## src/rtl/dsm_serial_loader.sv

```systemverilog
// dsm_serial_loader
// Takes a WORD_W-bit fractional word over a valid/ready handshake and shifts it
// MSB first onto the sclk/sdata/en interface of the DSM serial-to-parallel
// register. One word per frame; a fixed idle gap follows every frame.
module dsm_serial_loader #(
  parameter int WORD_W  = 9,
  parameter int CLK_DIV = 2,
  parameter int GAP     = 4
) (
  input  logic              clk,
  input  logic              rst_n,
  input  logic              req_valid,
  input  logic [WORD_W-1:0] req_word,
  output logic              req_ready,
  output logic              sclk,
  output logic              sdata,
  output logic              en,
  output logic              busy,
  output logic              done,
  output logic [WORD_W-1:0] cur_word
);

  localparam int DW = $clog2(CLK_DIV + 1);
  localparam int BW = $clog2(WORD_W + 1);
  localparam int GW = (GAP > 0) ? $clog2(GAP + 1) : 1;

  localparam logic [DW-1:0] DIV_LAST = DW'(CLK_DIV - 1);
  localparam logic [BW-1:0] BIT_LAST = BW'(WORD_W - 1);
  localparam logic [GW-1:0] GAP_LAST = GW'((GAP > 0) ? GAP - 1 : 0);

  typedef enum logic [2:0] {
    S_IDLE,
    S_SHIFT_LO,
    S_SHIFT_HI,
    S_HOLD,
    S_GAP
  } state_t;

  state_t            state_q, state_d;
  logic [DW-1:0]     div_q, div_d;
  logic [BW-1:0]     bit_q, bit_d;
  logic [GW-1:0]     gap_q, gap_d;
  logic [WORD_W-1:0] buf_q, buf_d;
  logic [WORD_W-1:0] word_q, word_d;
  logic              done_d;
  logic              sclk_d, sdata_d, en_d;
  logic [WORD_W-1:0] cur_d;

  // Next-state, counter and shift-buffer logic; pin values are derived from the
  // next state so that sclk/sdata/en/done leave flops with no decode glitches.
  always_comb begin
    // NOTE: every variable gets a default first so no path can infer a latch.
    state_d = state_q;
    div_d   = div_q;
    bit_d   = bit_q;
    gap_d   = gap_q;
    buf_d   = buf_q;
    word_d  = word_q;
    done_d  = 1'b0;

    unique case (state_q)
      S_IDLE: begin
        if (req_valid) begin
          state_d = S_SHIFT_LO;
          buf_d   = req_word;
          word_d  = req_word;
          div_d   = '0;
          bit_d   = '0;
        end
      end
      S_SHIFT_LO: begin
        if (div_q == DIV_LAST) begin
          state_d = S_SHIFT_HI;
          div_d   = '0;
        end else begin
          div_d = div_q + 1'b1;
        end
      end
      S_SHIFT_HI: begin
        if (div_q == DIV_LAST) begin
          div_d = '0;
          buf_d = buf_q << 1;
          if (bit_q == BIT_LAST) begin
            state_d = S_HOLD;
          end else begin
            state_d = S_SHIFT_LO;
            bit_d   = bit_q + 1'b1;
          end
        end else begin
          div_d = div_q + 1'b1;
        end
      end
      S_HOLD: begin
        if (div_q == DIV_LAST) begin
          done_d  = 1'b1;
          div_d   = '0;
          gap_d   = '0;
          state_d = (GAP == 0) ? S_IDLE : S_GAP;
        end else begin
          div_d = div_q + 1'b1;
        end
      end
      S_GAP: begin
        if (gap_q == GAP_LAST) begin
          state_d = S_IDLE;
          gap_d   = '0;
        end else begin
          gap_d = gap_q + 1'b1;
        end
      end
      default: state_d = S_IDLE;
    endcase

    // sdata follows the buffer MSB only while shifting; it changes only on the
    // LO entry after a HI phase, i.e. when sclk falls.
    sclk_d  = (state_d == S_SHIFT_HI);
    en_d    = (state_d == S_SHIFT_LO) || (state_d == S_SHIFT_HI) || (state_d == S_HOLD);
    sdata_d = ((state_d == S_SHIFT_LO) || (state_d == S_SHIFT_HI)) ? buf_d[WORD_W-1] : 1'b0;
    cur_d   = done_d ? word_q : cur_word;
  end

  // State, counters, buffers and registered pin drivers.
  always_ff @(posedge clk or negedge rst_n) begin
    // NOTE: the shift buffer and word latch are small flops, so they are reset
    // with everything else and a reset leaves no stale frame behind.
    if (!rst_n) begin
      state_q  <= S_IDLE;
      div_q    <= '0;
      bit_q    <= '0;
      gap_q    <= '0;
      buf_q    <= '0;
      word_q   <= '0;
      sclk     <= 1'b0;
      sdata    <= 1'b0;
      en       <= 1'b0;
      done     <= 1'b0;
      cur_word <= '0;
    end else begin
      // NOTE: non-blocking assignments so every flop samples pre-edge values.
      state_q  <= state_d;
      div_q    <= div_d;
      bit_q    <= bit_d;
      gap_q    <= gap_d;
      buf_q    <= buf_d;
      word_q   <= word_d;
      sclk     <= sclk_d;
      sdata    <= sdata_d;
      en       <= en_d;
      done     <= done_d;
      cur_word <= cur_d;
    end
  end

  assign req_ready = (state_q == S_IDLE);
  assign busy      = ~req_ready;

endmodule

```

## config.mk

```make
export PLATFORM = sky130hd
export DESIGN_NAME = dsm_serial_loader
export DESIGN_NICKNAME = d
export VERILOG_FILES = /design/src/rtl/dsm_serial_loader.sv
export SDC_FILE = /design/constraint.sdc
export NUM_CORES = 1
export LEC_CHECK = 0
export BUFFER_PORTS_ARGS = -buffer_cell sky130_fd_sc_hd__buf_2
export CORE_ASPECT_RATIO = 2
export CORE_MARGIN = 5
export CORE_UTILIZATION = 50
export CTS_CLUSTER_DIAMETER = 50
export DETAILED_ROUTE_END_ITERATION = 16
export PLACE_DENSITY = 0.7
export SLEW_MARGIN = 10
export SYNTH_ARGS = -nofsm -noshare
export SYNTH_HDL_FRONTEND = slang
export SYNTH_SLANG_ARGS = --single-unit
```

## constraint.sdc

```tcl
create_clock -name clk -period 1.6 [get_ports clk]
set_input_delay 0.16 -clock clk [delete_from_list [all_inputs] [get_ports clk]]
set_output_delay 0.16 -clock clk [all_outputs]
set_load 0.01 [all_outputs]
```

* Word level (Yosys, flattened, before mapping)
Index checks and enable logic that the tools add are counted.
** Storage, ports and cells
- Flip-flop bits (word level) :: 43
** Operators by class
- $add $sub $neg :: 3
- Equal/unequal tests :: 14
- Muxes and demuxes :: 23
- Bitwise logic cells :: 1
- Reductions and logical operators :: 12
** Operators by type and width (number)
- 3-bit two-way mux :: 7
- 9-bit two-way mux :: 2
- 9-bit one-hot mux with 2 select lines :: 1
- 3-bit by 2-bit == test with 1-bit output, second input constant :: 5
- 3-bit one-hot mux with 5 select lines :: 1
- 4-bit two-way mux :: 3
- 2-bit inequality test, second input constant :: 4
- 4-bit one-hot mux with 2 select lines :: 1
- 3-bit by 1-bit == test with 1-bit output, second input constant :: 2
- 2-bit two-way mux :: 3
- 3-bit one-hot mux with 2 select lines :: 1
- 2-bit AND reduction :: 3
- 2-bit nonzero test :: 3
- 4-bit by 1-bit adder with 4-bit output, second input constant :: 1
- 4-bit == test, second input constant :: 1
- 2-bit one-hot mux with 2 select lines :: 1
- 4-bit AND reduction :: 1
- 3-bit by 1-bit adder with 3-bit output, second input constant :: 1
- 3-bit == test, second input constant :: 1
- 3-bit zero test :: 1
- 1-bit two-way mux :: 3
- 3-bit AND reduction :: 1
- 3-bit OR reduction :: 1
- 2-bit by 1-bit adder with 2-bit output, second input constant :: 1
- 3 further kinds :: 4

* Logic depth before layout (Yosys ltp)
- Word-level depth :: 7
- Gate-level depth with buffers :: 7
- Gate-level depth less buffers :: 6

* Worst setup path before layout
No wires, ideal clock.
- Path type :: register to register
- Start point :: reg div_q[1]
- End point :: reg cur_word[3]
- Setup time :: 0.128 ns
- Arrival time :: 1.451 ns
- Setup slack :: 0.021 ns
- Cell stages (with the launch flop) :: 6
- Buffers on the path :: 2
- Clock period less this slack :: 1.579 ns
- Cells stage by stage :: dfrtp_1 > and2b_1 > and4b_1 > buf_2 > buf_2 > mux2_1
** Between the ends
- Longest elaborated chain between the ends :: 3
** RTL lines
- from (decl) :: line 40 : logic [DW-1:0] div_q, div_d;
- from (signal assigned) :: line 141 : div_q <= div_d;
- 2-bit by 1-bit == test with 1-bit output :: line 94 : if (div_q == DIV_LAST) begin
- 1-bit two-way mux :: line 94
- 1-bit two-way mux :: line 61 : unique case (state_q)
- net done_d :: line 45 : logic done_d;
- to (signal assigned) :: line 150 : cur_word <= cur_d;
- to (decl) :: line 20 : output logic [WORD_W-1:0] cur_word
The timed path passes the listed nets, and every way through them passes these cells.
A chain may end at the register's enable or synchronous reset.

* Worst setup path after layout
- Start point :: reg state_q[0]
- End point :: reg bit_q[3]
** Between the ends
- Longest elaborated chain between the ends :: 3
** RTL lines
- from (decl) :: line 39 : state_t state_q, state_d;
- from (signal assigned) :: line 140 : state_q <= state_d;
- 3-bit by 2-bit == test with 1-bit output / 3-bit zero test (equally long branches) :: line 61
- 2-bit inequality test (no source line) / 2-bit nonzero test (equally long branches)
- 4-bit AND reduction (no source line)
- to (signal assigned) :: line 142 : bit_q <= bit_d;
- to (decl) :: line 41 : logic [BW-1:0] bit_q, bit_d;
Parallel ways exist; a longest one is shown, timed or not.

==> summary.md <==
| Metric | Value |
|---|---|
| Outcome | completed |
| Final Setup Violations | 0 |
| Largest net degree at the start of global routing | 44 |
| Crit path time final | 1576 ps |
| Initial Utilization | 50.92% |
| Syn Area/Cell | 11.06 um^2 |
| Final Hold Vio Count | 0 |
| CTS H-tree depth | 2 |
| Worst slew pin tran | 514.6 ps |
| Crit path launch | state_q[0] |
| Cell row count | 31 |
| Total grt overflow | 0 |
| Clk_lat worst skew | 290 ps |
| Reg2reg setup slack | 20 ps |
| WS Path Type | flop to flop |
| Hpwl dp | 2820 um |
| Average wire per standard cell | 14.56 um |
| Number of synthesized flops with an enable pin | 0 |
| Synth Warn # | 0 |
| Synthesized area | 1837 um^2 |
| FF+latch count, synth | 43 |
| Post-synth cell types | 43 |
| Register area share after synthesis | 58.58% |
| Top_reg_cell synth | dfrtp_1 |
| Port buffer count | 26 |
| Nets | 226 |
| Worst r2r path cells | 5 |
| Height of the die | 95.72 um |
| Critical Path AT | 1780 ps |
| CTS buffer count | 5 |
| Final period util | 98.49% |
| Vias in the first global route | 1448 |
| DRC Markers | 0 |
| Core area | 3607 um^2 |
| Worst min path class | input pin to flop |
| Router iterations before antenna repair | 4 |
| I/O pins | 27 |
| Startpoint type of the worst setup path | flop |
| Launch point of the worst reg-to-reg path | state_q[0] |
| Initial drt markers | 37 |
| CTS tree | built |
| Layout cells sized above 1 | 31.13% |
| Fill count | 304 |
| First-pass GRT wire length | 6513 um |
| Pins over their slew limit | 0 |
| Lkg Pwr | 1.183 nW |
| Final WL | 3799 um |
| Post-synthesis async set-or-reset flop share | 100.0% |
| Multi-input logic area | 715.7 um^2 |
| Die Wd | 52.86 um |
| Post-synthesis instance total | 166 |
| Finished Cell Area | 2302 um^2 |
| CTS sink count | 43 |
| Routed vias/inst | 5.184 |
| GRT Total Usage | 17.70% |
| Yosys top cell area share | 58.58% |
| CP max FO | 6 |
| Most frequent cells after synthesis | nand2_1, dfrtp_1, buf_2 |
| MaxCap Viol Count | 0 |
| Fmax | 0.6346 GHz |
| Clock Tree Buf Depth | 2 |
| Critical Path End Type | flop |
| Setup tns final | 0 ps |
| Area grow syn2layout | 25.34% |
| Peak VDD IR | 1.029 mV |
| Initial antenna violation count | 0 |
| Leading area contributor after synthesis | dfrtp_1 |
| Synth top area cells | dfrtp_1, nand2_1, mux2_1, mux2_2, a22oi_1 |
| Final Util | 63.82% |
| Skew final | 6.033 ps |
| Die Area | 5059 um^2 |
| Via count | 1353 |
| Reg clk slew, reported paths | 80 ps |
| R2r endpoint | bit_q[3] |
| RSZ-0062 raised after global routing | true |
| End point of the critical path | bit_q[3] |
| Sequential cell area | 1079 um^2 |
| Cell with the most instances after synthesis | nand2_1 |
| Ant. Diodes | 0 |
| Worst hold path stage count | 3 |
| Pwr dens | 1935 nW/um^2 |
| Syn Nets | 181 |
| Critical Path RT | 1810 ps |
| Placed inst area | 2123 um^2 |
| Worst relative slew slack | 65.69% |
| Routability congestion estimate | 0.8250 |
| CTS Root Cell | clkbuf_8 |
| Routed Antenna Nets | 0 |
-- cells by family (layout without fill, tap and decap cells) --
group	after synthesis	after routing	share of synthesized area, %
DFF	43	43	58.58
adders and majority gates	3	3	2.044
AOI/OAI and AO/OA	24	24	9.401
and+or+nand+nor	72	72	19.55
muxes	12	12	7.152
buffers and inverters	12	58	3.269
-- placed cells by master, fill, tap and decap left out, types with 3 or more instances in the layout --
| cell | count |
|---|---|
| mux2i_1 | 3 |
| a21o_1 | 3 |
| inv_1 | 3 |
| mux2_2 | 4 |
| mux2_1 | 5 |
| clkbuf_8 | 5 |
| ha_1 | 3 |
| nand2_1 | 46 |
| dfrtp_1 | 41 |
| nand3_1 | 4 |
| a22oi_1 | 5 |
| buf_2 | 26 |
| buf_4 | 17 |
-- stage by stage --
| stage | worst slack [ps] | total power, mW | cells | hold slack, ps |
|---|---|---|---|---|
| after floorplan | 20.98 | 2.756 | 166 | -135.6 |
| after global placement | 43.86 | 3.336 | 250 | 248.5 |
| after detailed placement | -22.84 | 3.425 | 250 | 256.6 |
| after CTS | 3.820 | 4.456 | 261 | 76.51 |
| after global routing | -53.08 | 4.802 | 261 | 82.81 |
| final | 24.12 | 4.454 | 261 | 82.97 |
-- critical path: stages (launching register included) --
cell and delay, ps:
dfrtp_2 440, or3b_4 430, nor2_4 100, buf_6 120, and4_1 200, mux2i_1 200
-- power breakdown --
| group | total [mW] | leakage [nW] | switching, mW | internal (mW) |
|---|---|---|---|---|
| logic | 1.68 | 0.571 | 0.874 | 0.809 |
| clock network | 0.973 | 0.0654 | 0.350 | 0.624 |
| registers | 1.80 | 0.547 | 0.269 | 1.53 |
-- state kept, by name (all words and copies together), names as in the netlist --
signal / flops
bit_q: 4
done: 1
gap_q: 3
sclk: 1
buf_q: 9
div_q: 2
word_q: 9
sdata: 1
en: 1
state_q: 3
cur_word: 9
-- layout make-up --
| cell class | instances | share of cell area (%) |
|---|---|---|
| Timing Repair Buffer | 46 | 12.99 |
| Clock buffer | 6 | 3.152 |
| Clock inverter | 2 | 2.609 |
| Multi-Input combinational cell | 111 | 31.09 |
| Tap cell | 49 | 2.663 |
| Inverter | 4 | 0.6522 |
| Sequential cell | 43 | 46.85 |
-- metal layers --
layer / global-route usage (%) / part of all wire [%] / up-vias
met5: 0 / 0 / -
met2: 31.64 / 56 / 41
met4: 9.168 / 2.9 / 0
met1: 18.60 / 37 / 647
met3: 4.031 / 3.5 / 10
li1: - / - / 655
-- how the worst min path moves through the flow --
stage                     start   endpoint  slack [ps]
floorplan                 rst_n   bit_q[0]        -140
global placement          rst_n   gap_q[1]         250
detailed placement        rst_n   gap_q[2]         260
CTS                 req_word[2]  word_q[2]          80
global route        req_word[3]  word_q[3]          80
finish              req_word[7]  word_q[7]          80
-- what timing repair did --
action | CTS | global route
resized for setup | 2 | 6
setup endpoints to repair | 2 | 12
hold buffers | 1 | 0
setup buffers | 2 | 0
endpoints found under the hold margin | 43 | 0
pin swaps | 0 | 3
No activity file was read; power rests on OpenSTA's default activity.
